[config.mk]
export PLATFORM = sky130hd
export DESIGN_NAME = lfsr_rd_ctrl
export DESIGN_NICKNAME = d
export VERILOG_FILES = /design/src/rtl/lfsr_bus_pkg.sv /design/src/rtl/lfsr32_galois.sv /design/src/rtl/lfsr_rd_ctrl.sv
export SDC_FILE = /design/constraint.sdc
export NUM_CORES = 1
export LEC_CHECK = 0
export CAP_MARGIN = 20
export CORE_MARGIN = 2
export CORE_UTILIZATION = 45
export CTS_BUF_LIST = sky130_fd_sc_hd__clkbuf_8
export DETAILED_ROUTE_END_ITERATION = 10
export GPL_TIMING_DRIVEN = 0
export HOLD_SLACK_MARGIN = 0.05
export PLACE_DENSITY = 0.72
export SETUP_SLACK_MARGIN = 0.02
export SLEW_MARGIN = 20
export SYNTH_ARGS = -nofsm -noshare
export SYNTH_HDL_FRONTEND = slang
export SYNTH_SLANG_ARGS = --single-unit
[constraint.sdc]
create_clock -name clk -period 2.3 [get_ports clk]
set_input_delay 0.46 -clock clk [delete_from_list [all_inputs] [get_ports clk]]
set_output_delay 0.46 -clock clk [all_outputs]
set_load 0.01 [all_outputs]
[src/rtl/lfsr_bus_pkg.sv]
// Shared types and constants for the LFSR read controller: FSM states, default polynomial/seed, counter width.
// Pure declarations; no latency or flow control of its own.
package lfsr_bus_pkg;

    typedef enum logic [1:0] {
        IDLE    = 2'd0,
        CAPTURE = 2'd1,
        DRIVE   = 2'd2,
        HOLD    = 2'd3
    } rd_state_e;

    localparam logic [31:0] DEF_POLY = 32'h8020_0003;
    localparam logic [31:0] DEF_SEED = 32'h0000_0001;
    localparam int          CNT_W    = 4;

endpackage

[src/rtl/lfsr32_galois.sv]
// 32-bit Galois LFSR register: one step per cycle with step=1, load has priority over step.
// Single-cycle update; no backpressure, the caller decides when to step.
module lfsr32_galois #(
    parameter logic [31:0] POLY = 32'h8020_0003,
    parameter logic [31:0] SEED = 32'h0000_0001
) (
    input  logic        clk,
    input  logic        rst,
    input  logic        step,
    input  logic        load,
    input  logic [31:0] load_val,
    output logic [31:0] q
);

    logic [31:0] q_q;
    logic [31:0] q_d;

    always_comb begin
        q_d = q_q;
        if (load) begin
            q_d = load_val;
        end else if (step) begin
            q_d = q_q[0] ? ((q_q >> 1) ^ POLY) : (q_q >> 1);
        end
    end

    always_ff @(posedge clk) begin
        if (!rst) begin
            q_q <= SEED;
        end else begin
            q_q <= q_d;
        end
    end

    assign q = q_q;

endmodule

[src/rtl/lfsr_rd_ctrl.sv]
// Bus read controller feeding a fresh LFSR word: q1_id one cycle after accept, D_en for DRIVE_CYCLES, rdy on the last drive cycle.
// The master holds rd until rdy; HOLD waits for rd to drop. Optional seed load ports under LFSR_SEED_LOAD_EN.
module lfsr_rd_ctrl
    import lfsr_bus_pkg::*;
#(
    parameter logic [31:0] POLY         = DEF_POLY,
    parameter logic [31:0] SEED         = DEF_SEED,
    parameter int          DRIVE_CYCLES = 2
) (
    input  logic        clk,
    input  logic        rst,
    input  logic        rd,
    input  logic        A_eq_Faddr,
`ifdef LFSR_SEED_LOAD_EN
    input  logic        seed_ld,
    input  logic [31:0] seed,
`endif
    output logic [31:0] Q,
    output logic        q1_id,
    output logic        D_en,
    output logic        rdy
);

    localparam logic [CNT_W-1:0] CNT_LOAD = CNT_W'(DRIVE_CYCLES - 1);

    rd_state_e        state_q, state_d;
    logic [CNT_W-1:0] cnt_q, cnt_d;
    logic             q1_id_q, d_en_q, rdy_q;
    logic             lfsr_step, lfsr_ld;
    logic [31:0]      lfsr_ld_val;

`ifdef LFSR_SEED_LOAD_EN
    assign lfsr_ld_val = (seed == 32'd0) ? SEED : seed;
`else
    assign lfsr_ld_val = SEED;
`endif

    // The word is captured at the edge leaving CAPTURE, so the step happens there too.
    assign lfsr_step = (state_q == CAPTURE);

    always_comb begin
        state_d = state_q;
        cnt_d   = cnt_q;
        lfsr_ld = 1'b0;
        case (state_q)
            IDLE: begin
`ifdef LFSR_SEED_LOAD_EN
                if (seed_ld) begin
                    lfsr_ld = 1'b1;
                end else if (rd && A_eq_Faddr) begin
                    state_d = CAPTURE;
                end
`else
                if (rd && A_eq_Faddr) begin
                    state_d = CAPTURE;
                end
`endif
            end
            CAPTURE: begin
                state_d = DRIVE;
                cnt_d   = CNT_LOAD;
            end
            DRIVE: begin
                if (!rd) begin
                    state_d = IDLE;
                end else if (cnt_q == '0) begin
                    state_d = HOLD;
                end else begin
                    cnt_d = cnt_q - 1'b1;
                end
            end
            HOLD: begin
                if (!rd) begin
                    state_d = IDLE;
                end
            end
            default: state_d = IDLE;
        endcase
    end

    always_ff @(posedge clk) begin
        if (!rst) begin
            state_q <= IDLE;
            cnt_q   <= '0;
            q1_id_q <= 1'b0;
            d_en_q  <= 1'b0;
            rdy_q   <= 1'b0;
        end else begin
            state_q <= state_d;
            cnt_q   <= cnt_d;
            q1_id_q <= (state_d == CAPTURE);
            d_en_q  <= (state_d == DRIVE);
            rdy_q   <= (state_d == DRIVE) && (cnt_d == '0);
        end
    end

    lfsr32_galois #(
        .POLY (POLY),
        .SEED (SEED)
    ) u_lfsr (
        .clk      (clk),
        .rst      (rst),
        .step     (lfsr_step),
        .load     (lfsr_ld),
        .load_val (lfsr_ld_val),
        .q        (Q)
    );

    assign q1_id = q1_id_q;
    assign D_en  = d_en_q;
    assign rdy   = rdy_q;

endmodule

==> impl_results.md <==
- Total power: 1.30 mW
- N_diodes: 0
- H-tree depth: 2
- Layout cells sized above 1: 0.0574
- First-pass GRT wire length: 5660 um
- Post-route ant nets: 0
- Die Area: 4320 um^2
- Grt ovf: 0
- Number of global-route vias before repair: 1,242
- Hpwl dp: 2390 um
- Largest area contributor in the netlist: dfxtp_1
- CP max FO: 8
- FP Rows: 22
- CTS Buf Count: 5
- Synth async-reset ratio: 0
- Type of the tightest min-delay check: in2reg
- Yosys reg bits: 41
- Initial core utilization: 0.468
- Post-synth top cells: dfxtp_1 (41), nor2b_1 (32), mux2i_1 (29)
- Post-synthesis sequential area ratio: 0.479
- Cts hold-fix bufs: 0
- RSZ-0062 raised after global routing: no
- Met2 Usage GRT: 0.287
- Slew Viols, Final: 0
- Initial antenna violation count: 0
- Rel. slew slack: 0.683
- Fillers: 318
- First-pass DRT Iterations: 4
- Placed cell areas: 2140 um^2
- Synth Flop Type: dfxtp_1
- Tot GR Track Use: 0.172
- Sink Count: 41
- CTS resizes: 0
- Synth area leaders: dfxtp_1 (48%), mux2i_1 (17%), nor2b_1 (12%)
- Clock skew: 0.00970 ns
- Met3 usage: 0.0616
- CP startpoint kind: input port
- Worst Setup Path Type: in2reg
- # IOs: 39
- Final hold vios: 0
- Die X: 65.7 um
- Fin crit share: 0.886
- Final setup viols: 0
- VDD IR max: 334 uV
- Vias per cell: 4.96
- Data required time of the worst path: 2.47 ns
- Root Driver: clkbuf_8
- CP Capture Type: flip-flop
- Synthesized Nets: 173
- WHS: 0.531 ns
- Largest net degree at the start of global routing: 13
- Die extent in y: 65.7 um
- Avg Inst Size Synth: 10.4 um^2
- Status: finished, final reports clean
- IO Port Bufs: 37
- Yosys top cell area share: 0.479
- Synth Warn #: 0
- # nets final: 217
- Max Cap Violations: 0
- CTS tree: done
- Area grow syn2layout: 30.0%
- F_max: 491 MHz
- Pwr Density: 583 nW/um^2
- Leakage power: 0.772 nW
- Syn Std Cell Area: 1710 um^2
- Core Area: 3660 um^2
- R2r worst-path depth: 7
- Setup TNS: 0 ns
- Minimum clock period: 2.04 ns
- DR iter-0 viols: 95
- Worst-Margin Slew: 0.475 ns
- Reg2reg start: cnt_q[0]
- R2r endpoint: rdy
- GR met1 Demand/Resource: 0.203
- Post-synth EDFFs: 0
- Fin area: 2230 um^2
- Post-Route WL: 3320 um
- R2R Setup Slk: 0.34 ns
- Cells after synthesis: 164
- Critical path origin: rd
- WL/cell: 12.9 um
- WP data arrival: 2.21 ns
- DRC: 0
- Synth cell types: 30
- Setup Fix Bufs, Post-CTS: 0
- Clock buffer depth: 2
- Clock transition at path regs: 0.07 ns
- Global route hottest layer: met2
- Most numerous cell in the Yosys netlist: dfxtp_1
- Gpl congestion: 0.962
- Total number of vias: 1,276
- Later-pin clock latency in the skew report: 0.29 ns
- Critical Path End: rdy
-- critical path, cell delays in order --
cell,delay [ns]
clkdlybuf4s50_1,0.63
or4b_4,0.53
a2111oi_4,0.33
a21oi_2,0.07
and4_1,0.18
-- layout by cell type (no fill, tap or decap), drive strengths merged, types with 2 or more instances in the layout --
cell type,count
nor2,2
xnor2,2
o21ai,5
o211a,2
and2,3
dfxtp,41
clkdlybuf4s50,37
a21oi,4
buf,4
mux2i,29
clkbuf,9
inv,10
nor2b,32
nand2,9
ha,5
-- worst min-delay path by stage --
stage / from / endpoint / slack, ns / cells past startpoint
after global routing: u_lfsr.q[10] / u_lfsr.q[10] / 0.56 / 2
final: rst / u_lfsr.q[0] / 0.53 / 2
after detailed placement: u_lfsr.q[21] / u_lfsr.q[21] / 0.52 / 1
after CTS: rst / u_lfsr.q[0] / 0.53 / 2
after floorplan: u_lfsr.q[21] / u_lfsr.q[21] / 0.54 / 1
after global placement: u_lfsr.q[1] / u_lfsr.q[1] / 0.51 / 1
-- final cells by class --
class / count / area [um^2] / area share
plain buffers: 8 / 33.8 / 0.0152
clock buffers: 5 / 68.8 / 0.0309
clock inverters: 3 / 15.0 / 0.00674
inverters: 8 / 30.0 / 0.0135
multi-input cells: 107 / 828 / 0.372
flip-flops and latches: 41 / 821 / 0.369
well taps: 48 / 60.1 / 0.0270
repair buffers: 37 / 370 / 0.166
-- sequential cells by signal, indices dropped and copies added (netlist names) --
register  count
state_q       2
rdy           1
cnt_q         4
u_lfsr.q     32
q1_id         1
D_en          1
-- cell families after synthesis --
kind of cell / synth area share
flops: 0.479
simple gates: 0.184
fa+ha+maj: 0.0365
buf+inv: 0.0372
compound gates: 0.0833
mux: 0.169
xor+xnor: 0.0102
-- where the power goes --
group,switching (mW),internal [mW]
Clock,0.230,0.206
Combinational,0.0665,0.0635
Sequential,0.0102,0.722
Total,0.307,0.991
-- through the flow --
step,setup WS (ns),util,std cells
6_report,0.263,0.608,257
5_1_grt,0.199,0.608,257
4_1_cts,0.315,0.608,257
3_5_place_dp,0.0248,0.585,249
3_3_place_gp,0.0686,0.585,249
2_1_floorplan,0.681,-,164
-- metal layers --
layer	wire length (um)	part of all wire
met5	0	0
met4	16	0.0048
met3	158	0.048
met2	1670	0.50
met1	1470	0.44
No activity file was read; power rests on OpenSTA's default activity.
